$ cat src/rtl/trigger_sequencer.sv
`default_nettype none
// +--------------------------------------------------------------------------+
// | trigger_sequencer: programmable burst generator for per-chip triggers.   |
// | Revision 1.0                                                             |
// +--------------------------------------------------------------------------+
module trigger_sequencer #(
  parameter int NUM_CHIPS  = 4,
  parameter int CNT_BITS   = 24,
  parameter int PW_BITS    = 8,
  parameter int NTRIG_BITS = 16
) (
  input  logic                  clk,
  input  logic                  reset,
  input  logic                  start,
  input  logic                  abort,
  input  logic [NUM_CHIPS-1:0]  trig_mask,
  input  logic [CNT_BITS-1:0]   holdoff,
  input  logic [CNT_BITS-1:0]   period,
  input  logic [PW_BITS-1:0]    pulse_width,
  input  logic [NTRIG_BITS-1:0] num_trig,
  input  logic                  rr_mode,
  output logic [NUM_CHIPS-1:0]  external_trigger,
  output logic                  busy,
  output logic                  done,
  output logic [NTRIG_BITS-1:0] trig_count
);

  localparam int PTR_W = (NUM_CHIPS > 1) ? $clog2(NUM_CHIPS) : 1;
  localparam logic [NUM_CHIPS-1:0] ONE_HOT0 = NUM_CHIPS'(1);

  typedef enum logic [1:0] {
    IDLE    = 2'd0,
    HOLDOFF = 2'd1,
    PULSE   = 2'd2,
    GAP     = 2'd3
  } state_t;

  state_t                state, state_n;
  logic [CNT_BITS-1:0]   cnt, cnt_n;
  logic [PTR_W-1:0]      ptr, ptr_n;
  logic [NUM_CHIPS-1:0]  mask_l;
  logic                  rr_l;
  logic [NTRIG_BITS-1:0] ntrig_l;
  logic [PW_BITS-1:0]    wm1_l;
  logic [CNT_BITS-1:0]   gap_l;

  logic [NUM_CHIPS-1:0]  trig_n;
  logic                  busy_n, done_n, load_cfg, fire, fire_rr;
  logic [NTRIG_BITS-1:0] count_n;
  logic [PTR_W-1:0]      fire_ptr, start_ptr;
  logic [NUM_CHIPS-1:0]  fire_mask;
  logic [PW_BITS-1:0]    fire_wm1, pw_eff;
  logic [CNT_BITS-1:0]   w_ext, p_eff, gap_len;

  // Circular search for the next set mask bit strictly after p (p itself last).
  function automatic logic [PTR_W-1:0] next_set(input logic [NUM_CHIPS-1:0] m,
                                                input logic [PTR_W-1:0] p);
    logic [PTR_W-1:0] r;
    logic [PTR_W-1:0] cand;
    logic             found;
    r     = p;
    found = 1'b0;
    for (int i = 1; i <= NUM_CHIPS; i++) begin
      cand = PTR_W'((int'(p) + i) % NUM_CHIPS);
      if (!found && m[cand]) begin
        r     = cand;
        found = 1'b1;
      end
    end
    return r;
  endfunction

  always_comb begin
    pw_eff    = (pulse_width == '0) ? PW_BITS'(1) : pulse_width;
    w_ext     = CNT_BITS'(pw_eff);
    p_eff     = (period > w_ext) ? period : (w_ext + CNT_BITS'(1));
    gap_len   = p_eff - w_ext - CNT_BITS'(1);
    start_ptr = trig_mask[ptr] ? ptr : next_set(trig_mask, ptr);
  end

  always_comb begin
    state_n   = state;
    cnt_n     = cnt;
    ptr_n     = ptr;
    trig_n    = '0;
    busy_n    = busy;
    done_n    = 1'b0;
    count_n   = trig_count;
    load_cfg  = 1'b0;
    fire      = 1'b0;
    fire_ptr  = ptr;
    fire_mask = mask_l;
    fire_rr   = rr_l;
    fire_wm1  = wm1_l;

    case (state)
      IDLE: begin
        if (start && !abort && (|trig_mask)) begin
          load_cfg = 1'b1;
          busy_n   = 1'b1;
          count_n  = '0;
          ptr_n    = start_ptr;
          if (holdoff != '0) begin
            state_n = HOLDOFF;
            cnt_n   = holdoff - CNT_BITS'(1);
          end else begin
            fire      = 1'b1;
            fire_ptr  = start_ptr;
            fire_mask = trig_mask;
            fire_rr   = rr_mode;
            fire_wm1  = pw_eff - PW_BITS'(1);
          end
        end
      end
      HOLDOFF, GAP: begin
        if (cnt == '0) fire = 1'b1;
        else           cnt_n = cnt - CNT_BITS'(1);
      end
      PULSE: begin
        trig_n = external_trigger;
        if (cnt == '0) begin
          trig_n = '0;
          if (rr_l) ptr_n = next_set(mask_l, ptr);
          if ((ntrig_l != '0) && (trig_count == ntrig_l)) begin
            state_n = IDLE;
            busy_n  = 1'b0;
            done_n  = 1'b1;
          end else begin
            state_n = GAP;
            cnt_n   = gap_l;
          end
        end else begin
          cnt_n = cnt - CNT_BITS'(1);
        end
      end
      default: state_n = IDLE;
    endcase

    // Rising-edge cycle: outputs and the pulse count update together.
    if (fire) begin
      state_n = PULSE;
      cnt_n   = CNT_BITS'(fire_wm1);
      count_n = count_n + NTRIG_BITS'(1);
      trig_n  = fire_rr ? (ONE_HOT0 << fire_ptr) : fire_mask;
    end

    if (abort && (state != IDLE)) begin
      state_n = IDLE;
      trig_n  = '0;
      busy_n  = 1'b0;
      done_n  = 1'b0;
      count_n = trig_count;
      ptr_n   = ptr;
    end
  end

  always_ff @(posedge clk) begin
    if (reset) begin
      state            <= IDLE;
      cnt              <= '0;
      ptr              <= '0;
      mask_l           <= '0;
      rr_l             <= 1'b0;
      ntrig_l          <= '0;
      wm1_l            <= '0;
      gap_l            <= '0;
      external_trigger <= '0;
      busy             <= 1'b0;
      done             <= 1'b0;
      trig_count       <= '0;
    end else begin
      state            <= state_n;
      cnt              <= cnt_n;
      ptr              <= ptr_n;
      external_trigger <= trig_n;
      busy             <= busy_n;
      done             <= done_n;
      trig_count       <= count_n;
      if (load_cfg) begin
        mask_l  <= trig_mask;
        rr_l    <= rr_mode;
        ntrig_l <= num_trig;
        wm1_l   <= pw_eff - PW_BITS'(1);
        gap_l   <= gap_len;
      end
    end
  end

endmodule
`default_nettype wire

$ cat config.mk
export PLATFORM = sky130hd
export DESIGN_NAME = trigger_sequencer
export DESIGN_NICKNAME = d
export VERILOG_FILES = /design/src/rtl/trigger_sequencer.sv
export SDC_FILE = /design/constraint.sdc
export NUM_CORES = 1
export LEC_CHECK = 0
export ABC_AREA = 0
export CAP_MARGIN = 20
export CELL_PAD_IN_SITES_DETAIL_PLACEMENT = 2
export CELL_PAD_IN_SITES_GLOBAL_PLACEMENT = 2
export CORE_MARGIN = 2
export CORE_UTILIZATION = 32
export DETAILED_ROUTE_END_ITERATION = 8
export PLACE_DENSITY_LB_ADDON = 0.1
export SETUP_SLACK_MARGIN = 0.2
export SLEW_MARGIN = 20
export SYNTH_ARGS = -nofsm -noshare
export SYNTH_HDL_FRONTEND = slang
export SYNTH_SLANG_ARGS = --single-unit
$ cat constraint.sdc
create_clock -name clk -period 6.1 [get_ports clk]
set_input_delay 1.22 -clock clk [delete_from_list [all_inputs] [get_ports clk]]
set_output_delay 1.22 -clock clk [all_outputs]
set_load 0.05 [all_outputs]
After elaboration in Yosys (flattened, before gate mapping)
Index checks and enable logic that the tools add are counted.
Storage, ports and cells
  word-level logic and storage cells: 180
  bits in registers: 103
  output and inout port bits: 22
Cells by class
  equality and inequality tests: 17
  reduce and logical (&&, ||, !) cells: 37
  bitwise gates (word level): 3
  add/subtract/negate cells: 11
  $lt $le $gt $ge: 6
  shift operators: 1
  muxes and demuxes: 91
Operator list (count)
  two-way mux 24 bit: 6
  one-hot mux 24 bit (3 select lines): 1
  subtractor 24 x 1 -> 24 bit (second input constant): 3
  two-way mux 16 bit: 3
  two-way mux 2 bit: 20
  two-way mux 8 bit: 5
  two-way mux 1 bit: 36
  two-way mux 4 bit: 7
  greater-than comparator 24 x 8 -> 1 bit: 1
  logical NOT 24 bit: 1
  nonzero test 24 bit: 1
  subtractor 24 x 8 -> 24 bit: 1
  AND reduction 4 bit: 5
  binary-select mux 1 bit (select 2 bit): 9
  adder 16 x 1 -> 16 bit (second input constant): 1
  == test 16 bit: 1
  nonzero test 16 bit: 1
  < comparator 2 x 3 -> 1 bit (second input constant): 5
  inequality test 3 bit (second input constant): 5
  inequality test 2 bit (second input constant): 6
  logical AND 1 bit: 10
  adder 8 x 1 -> 9 bit (second input constant): 1
  logical NOT 8 bit: 1
  one-hot mux 2 bit (2 select lines): 2
  18 further kinds: 34

Logic depth before layout (Yosys ltp)
Gate-level depths: netlist (run 1).
  depth in word-level cells: 25
  mapped depth: 22
  mapped depth without buffers: 20

Worst setup path after synthesis (run 1)
No wires, ideal clock.
  kind: input port to flip-flop
  start: input port pulse_width[4]
  end: register gap_l[16]
  required time: 6.014 ns
  setup time: 0.086 ns
  stages: 22
  setup slack: 0.530 ns
  buffers on the path: 2
  arrival: 5.484 ns
  cell sequence: clkbuf_1 > or4_1 > o31ai_1 > ha_1 > nand4_1 > nand2b_1 > a21oi_1 > nor3_1 > nand2_1 > clkbuf_1 > nand2_1 > o21ai_0 > ha_1 > inv_1 > fa_1 > nor2b_1 > o21ai_0 > a21o_1 > a21oi_1 > nor4_1 > xnor2_1 > a211oi_1
Between the ends
  cells in the longest elaborated chain, start to end: 6
  elaborated cells on any way between the ends: 7
  those cells by class: add/sub: 3; order compare: 1; mux: 2; reduce/logical: 1
RTL lines
  start: declaration: RTL line 19  | input logic [PW_BITS-1:0] pulse_width,
  logical NOT 8 bit: RTL line 74  | pw_eff = (pulse_width == '0) ? PW_BITS'(1) : pulse_width;
  two-way mux 8 bit (*): RTL line 74
  greater-than comparator 24 x 8 -> 1 bit / adder 8 x 1 -> 9 bit (equally long branches): RTL line 76  | p_eff = (period > w_ext) ? period : (w_ext + CNT_BITS'(1));
  two-way mux 24 bit: RTL line 76
  subtractor 24 x 8 -> 24 bit (*): RTL line 77  | gap_len = p_eff - w_ext - CNT_BITS'(1);
  subtractor 24 x 1 -> 24 bit (*): RTL line 77
  end signal: assignment: RTL line 184  | gap_l <= gap_len;
  end: declaration: RTL line 45  | logic [CNT_BITS-1:0] gap_l;
Every way passes the cells marked *; elsewhere a longest branch is shown, timed or not.
A chain may end at the register's enable or synchronous reset.

Final worst setup path (run 1)
  start: input port pulse_width[3]
  end: register gap_l[23]
The elaborated chain is that of the path after synthesis.

==> impl_metrics.tcl, run 1 <==
set metrics [dict create \
    final_cell_count_no_fill 1346 \
    synthFlopType "dfxtp_1" \
    hold_class "reg -> reg" \
    clk_pin_slew_ps 80 \
    status "finished clean" \
    antenna_found_initial 0 \
    num_vias 7617 \
    cts.sinks 103 \
    overflow 0 \
    final_util 0.403 \
    slew_headroom 0.288 \
    crit_required_ps 6370 \
    grt_usage 0.235 \
    dieArea_um2 23600 \
    irDropWorstVdd_v 0.000145 \
    crit_type "in -> reg" \
    final_common_cell "nand2_1" \
    finalWirelength_um 27900 \
    die_w_um 154 \
    root_buffer "clkbuf_16" \
    grt_pass1_vias 7857 \
    place_inst 1330 \
    p_per_area_nw_per_um2 211 \
    area_growth_pct 23.2 \
    postSynthAreaPerCell_um2 7.33 \
    fin_crit_ps 5400 \
    ctsHoldBuffers 0 \
    postRouteAntennaNets 0 \
    drcViolationCount 0 \
    maxSlewViolCount 0 \
    ys_seq_area_frac 0.288 \
    async_flop_share 0 \
    dr.pass1.iters 4 \
    globalplace.congestion 0.817 \
    io_buffer_count 102 \
    synth_seq_cells 103 \
    skew_ps 12.6 \
    crit_chain "clkdlybuf4s50_1, or4_1, o31ai_2, ha_1, nand4_1, nand2b_1, a21oi_1, nor3_1, nand2_1, mux2_2, ha_1, a211oi_1, o21ai_0, a211oi_2, o21bai_1, nor3_1, buf_4, a211oi_1, nor4_1" \
    rsz0062_at_grt "no" \
    synth_nets 1081 \
    numCtsBuffers 9 \
    drt_iter0_markers 353 \
    final_nets 1164 \
    n_fill_cell 2564 \
    max_stage_delay_ps 590 \
    fin_crit_sh 0.886 \
    syn-instance-count 978 \
    worstMarginPinSlew_ps 1060 \
    diodes 0 \
    die_y_um 154 \
    synthDistinctLibCells 67 \
    final_hold_viol_count 0 \
    slowest_stage "or4_1" \
    postCtsSetupBuffers 0 \
    finalSetupViolations 0 \
    whs_ps 447 \
    startpoint_type "input port" \
    htreeDepth 3 \
    p_leak_uw 0.00312 \
    cp-end-kind "flip-flop" \
    boundaryPins 103 \
    fmax_mhz 185 \
    core_area_um2 21900 \
    viasPerCell 5.66 \
    tritoncts "built" \
    clock_path_buffers 2 \
    clk_latency_ps 370 \
    netlist_area_um2 7170 \
    cts_resized 0 \
    synth-edff-count 0 \
    rows 54 \
    setup_tns_ps 0 \
    layout_common_cells "nand2_1, dfxtp_1, clkdlybuf4s50_1" \
    worstPathArrival_ps 5670 \
    crit_fanout 11 \
    drv_cap 0 \
    wl_per_cell_um 20.7 \
    drive_gt1_frac 0.0647 \
    grt_pass1_wl_um 44700 \
    dp_hpwl_um 20900 \
    grt_max_degree 77 \
    start_util 0.327 \
    ys.warnings.count 0 \
]
==> flip-flops by register name, indices dropped and copies added (netlist names) <==
name              flops
busy                  1
cnt                  24
done                  1
external_trigger      4
gap_l                24
mask_l                4
ntrig_l              16
ptr                   2
rr_l                  1
state                 2
trig_count           16
wm1_l                 8
==> worst max-delay path, delay by kind of cell <==
kind | cells | cell delay, ps
and+or+nand+nor | 7 | 1380
adders and majority gates | 2 | 580
buffers and inverters | 2 | 630
AOI/OAI and AO/OA | 7 | 1510
muxes | 1 | 350
==> kinds of logic (layout without fill, tap and decap cells) <==
kind of cell | count (synthesis) | in the layout | synth area share
and+or+nand+nor | 426 | 426 | 0.298
AOI/OAI and AO/OA | 254 | 254 | 0.218
DFF | 103 | 103 | 0.288
buffers and inverters | 88 | 176 | 0.0496
xor gates and xnor gates | 76 | 76 | 0.0929
adders and majority gates | 22 | 22 | 0.0395
muxes | 9 | 9 | 0.0145
==> metal layers <==
| metal | vias up | share of wire | track usage |
|---|---|---|---|
| met5 | - | 0 | 0 |
| li1 | 3691 | - | - |
| met4 | 0 | 0.015 | 0.0467 |
| met3 | 25 | 0.028 | 0.0313 |
| met2 | 115 | 0.48 | 0.398 |
| met1 | 3786 | 0.48 | 0.322 |
==> metrics by stage <==
stage | setup slack [ps] | power, uW | area, um2
global placement | 355 | 1230 | 8500
global route | 224 | 1960 | 8830
floorplan | 530 | 1050 | 7170
CTS | 529 | 1870 | 8820
detailed placement | 147 | 1250 | 8500
finish | 697 | 1860 | 8830
==> final cells by class <==
type                       count  area, um2  share of cell area
timing repair buffer         125       1190               0.135
clock buffer                   9        225              0.0255
multi-input combinational    787       4780               0.542
clock inverter                 7       88.8              0.0101
tap                          280        350              0.0397
sequential                   103       2060               0.234
inverter                      35        131              0.0149
==> path summary, 6_finish.rpt <==
| check | start | to | slack (ps) | cells past startpoint |
|---|---|---|---|---|
| worst max-delay path | pulse_width[3] | gap_l[23] | 700 | 19 |
| worst min-delay path | external_trigger[1] | external_trigger[1] | 450 | 2 |
| worst max register to register | cnt[2] | cnt[11] | 2330 | 7 |
| worst min register to register | external_trigger[1] | external_trigger[1] | 450 | 2 |
==> synth_stat cells (3+ instances only) <==
| library cell | n | area (um2) |
|---|---|---|
| and4_1 | 9 | 78.8 |
| and2_1 | 6 | 37.5 |
| o22ai_1 | 9 | 56.3 |
| or4_1 | 9 | 67.6 |
| a21o_1 | 4 | 30.0 |
| nand3b_1 | 3 | 22.5 |
| o31ai_1 | 12 | 90.1 |
| a211oi_1 | 26 | 195 |
| or2_2 | 5 | 31.3 |
| inv_1 | 34 | 128 |
| a311oi_1 | 6 | 52.6 |
| o21a_1 | 3 | 22.5 |
| a31oi_1 | 11 | 68.8 |
| o21ai_0 | 56 | 280 |
| buf_2 | 13 | 65.1 |
| o21ai_1 | 3 | 15.0 |
| nor4_1 | 38 | 238 |
| clkbuf_1 | 35 | 131 |
| xnor2_1 | 49 | 429 |
| nand3_1 | 27 | 135 |
| o211ai_1 | 5 | 37.5 |
| xor2_1 | 27 | 236 |
| mux2i_1 | 7 | 70.1 |
| nor2b_1 | 11 | 68.8 |
| ha_1 | 21 | 263 |
| or3_1 | 14 | 87.6 |
| and3_1 | 6 | 37.5 |
| nand2_1 | 130 | 488 |
| nand2b_1 | 10 | 62.6 |
| nor3_1 | 35 | 175 |
| a21oi_1 | 90 | 450 |
| dfxtp_1 | 103 | 2060 |
| nor2_1 | 95 | 357 |
| buf_1 | 3 | 11.3 |
| nand4_1 | 14 | 87.6 |
| nor4_2 | 5 | 62.6 |
| a22oi_1 | 7 | 52.6 |
==> power breakdown <==
group	total, uW	switching [uW]	leakage, uW	internal [uW]
clock	624	325	0.000153	299
sequential	766	51.8	0.000842	714
combinational	468	278	0.00212	191
Power figures use the tool's default switching activity.
==> run 2, diff against run 1 <==
--- a/config.mk
+++ b/config.mk
@@ -9,10 +9,11 @@
 export CAP_MARGIN = 20
 export CELL_PAD_IN_SITES_DETAIL_PLACEMENT = 2
 export CELL_PAD_IN_SITES_GLOBAL_PLACEMENT = 2
+export CORE_ASPECT_RATIO = 0.75
 export CORE_MARGIN = 2
 export CORE_UTILIZATION = 32
 export DETAILED_ROUTE_END_ITERATION = 8
-export PLACE_DENSITY_LB_ADDON = 0.1
+export PLACE_DENSITY_LB_ADDON = 0.12
 export SETUP_SLACK_MARGIN = 0.2
 export SLEW_MARGIN = 20
 export SYNTH_ARGS = -nofsm -noshare
==> run 2 against run 1 <==
Compared with the run above:
- final area fell by 0.13%
- total power fell by 1.8%
- via count up 1.7%
- wire length is 2.7% higher
- highest routed layer unchanged
==> impl_metrics.tcl, run 2 (synthesis results as in run 1) <==
set metrics [dict create \
    drt_iter0_markers 424 \
    die_y_um 134 \
    maxSlewViolCount 0 \
    combPwrFrac 0.262 \
    layout_common_cells "nand2_1, dfxtp_1, clkdlybuf4s50_1" \
    p_leak_uw 0.00311 \
    hold_class "reg -> reg" \
    numCtsBuffers 9 \
    irDropWorstVdd_v 0.000130 \
    worstMarginPinSlew_ps 1170 \
    drive_gt1_frac 0.0638 \
    overflow 0 \
    final_hold_viol_count 0 \
    grt_pass1_vias 7990 \
    swShare 0.343 \
    crit_required_ps 6390 \
    tritoncts "built" \
    diodes 0 \
    final_util 0.400 \
    clock_path_buffers 2 \
    finalWirelength_um 28700 \
    finalSetupViolations 0 \
    start_util 0.325 \
    antenna_found_initial 0 \
    crit_type "in -> reg" \
    core_area_um2 22100 \
    dr.pass1.iters 4 \
    total_power_uw 1820 \
    area_growth_pct 23.0 \
    grt_pass1_wl_um 46000 \
    skew_ps 13.5 \
    clockPowerShare 0.318 \
    crit_fanout 14 \
    rsz0062_at_grt "no" \
    postRouteAntennaNets 0 \
    dp_hpwl_um 22100 \
    final_nets 1163 \
    htreeDepth 3 \
    fmax_mhz 183 \
    rows 47 \
    setup_tns_ps 0 \
    clk_pin_slew_ps 80 \
    cp-end-kind "flip-flop" \
    slew_headroom 0.212 \
    die_w_um 177 \
    postCtsSetupBuffers 0 \
    top_regs "cnt x24, gap_l x24" \
    grt_usage 0.248 \
    fin_crit_ps 5470 \
    num_vias 7745 \
    worstPathArrival_ps 5760 \
    clk_latency_ps 370 \
    viasPerCell 5.70 \
    p_seq_frac 0.420 \
    drv_cap 0 \
    cts.sinks 103 \
    startpoint_type "input port" \
    wl_per_cell_um 21.1 \
    switching_power_uw 625 \
    p_per_area_nw_per_um2 207 \
    root_buffer "clkbuf_16" \
    io_buffer_count 102 \
    fin_crit_sh 0.897 \
    final_common_cell "nand2_1" \
    power.internal_uw 1200 \
    cts_resized 0 \
    grt_max_degree 77 \
    boundaryPins 103 \
    ctsHoldBuffers 0 \
    dieArea_um2 23600 \
    status "finished clean" \
    globalplace.congestion 0.837 \
    drcViolationCount 0 \
]
## run 2: stage by stage
stage	cell area, um2	setup slack, ps	hold WS (ps)	instances
final	8820	628	439	1359
after global routing	8820	220	458	1359
after CTS	8800	440	444	1359
after detailed placement	8510	75.2	435	1343
after global placement	8510	371	429	1343
after floorplan	7170	530	429	978
## run 2: worst paths after layout
check / startpoint / endpoint / slack (ps) / depth (start not counted)
max: pulse_width[3] / gap_l[16] / 630 / 21
min: external_trigger[1] / external_trigger[1] / 440 / 2
max reg2reg: cnt[2] / cnt[11] / 2300 / 7
min reg2reg: external_trigger[1] / external_trigger[1] / 440 / 2
## run 2: cell type report
cell class / instances / area, um2
fillers: 2608 / 13200
repair buffers: 124 / 1180
well taps: 294 / 368
clock buffers: 10 / 239
flip-flops and latches: 103 / 2060
clock inverters: 6 / 51.3
inverters: 35 / 131
multi-input cells: 787 / 4780
## run 2: power groups by stage
stage,logic [uW],registers [uW],clock network [uW]
finish,477,767,580
global route,530,773,628
CTS,475,765,594
detailed placement,471,780,0
global placement,460,779,0
floorplan,294,758,0
## run 2: worst max-delay path: stages
cell and delay (ps):
clkdlybuf4s50_1 420, or4_1 610, o31ai_2 300, ha_1 170, nand4_1 130, o21a_1 250, nor3_1 240, nand2_1 110
buf_4 190, o21ai_0 160, ha_1 240, inv_1 70, fa_1 410, nor2b_1 130, o21ai_0 120, a21o_1 200
a21oi_1 150, buf_4 200, nor4_1 70, xnor2_1 140, a211oi_1 220
## run 2: per-layer routing
layer | wire length (um) | vias to the layer above | global-route usage
met5 | 0 | - | 0
met4 | 265 | 0 | 0.0404
met1 | 15100 | 3909 | 0.376
met3 | 857 | 17 | 0.0317
li1 | - | 3692 | -
met2 | 12500 | 127 | 0.377
==> run 3, diff against run 2 <==
--- a/config.mk
+++ b/config.mk
@@ -12,6 +12,7 @@
 export CORE_ASPECT_RATIO = 0.75
 export CORE_MARGIN = 2
 export CORE_UTILIZATION = 32
+export CTS_CLUSTER_DIAMETER = 80
 export DETAILED_ROUTE_END_ITERATION = 8
 export PLACE_DENSITY_LB_ADDON = 0.12
 export SETUP_SLACK_MARGIN = 0.2
==> results of run 3 <==
Same layout as run 2: the final DEF is identical, and so are final timing and power.
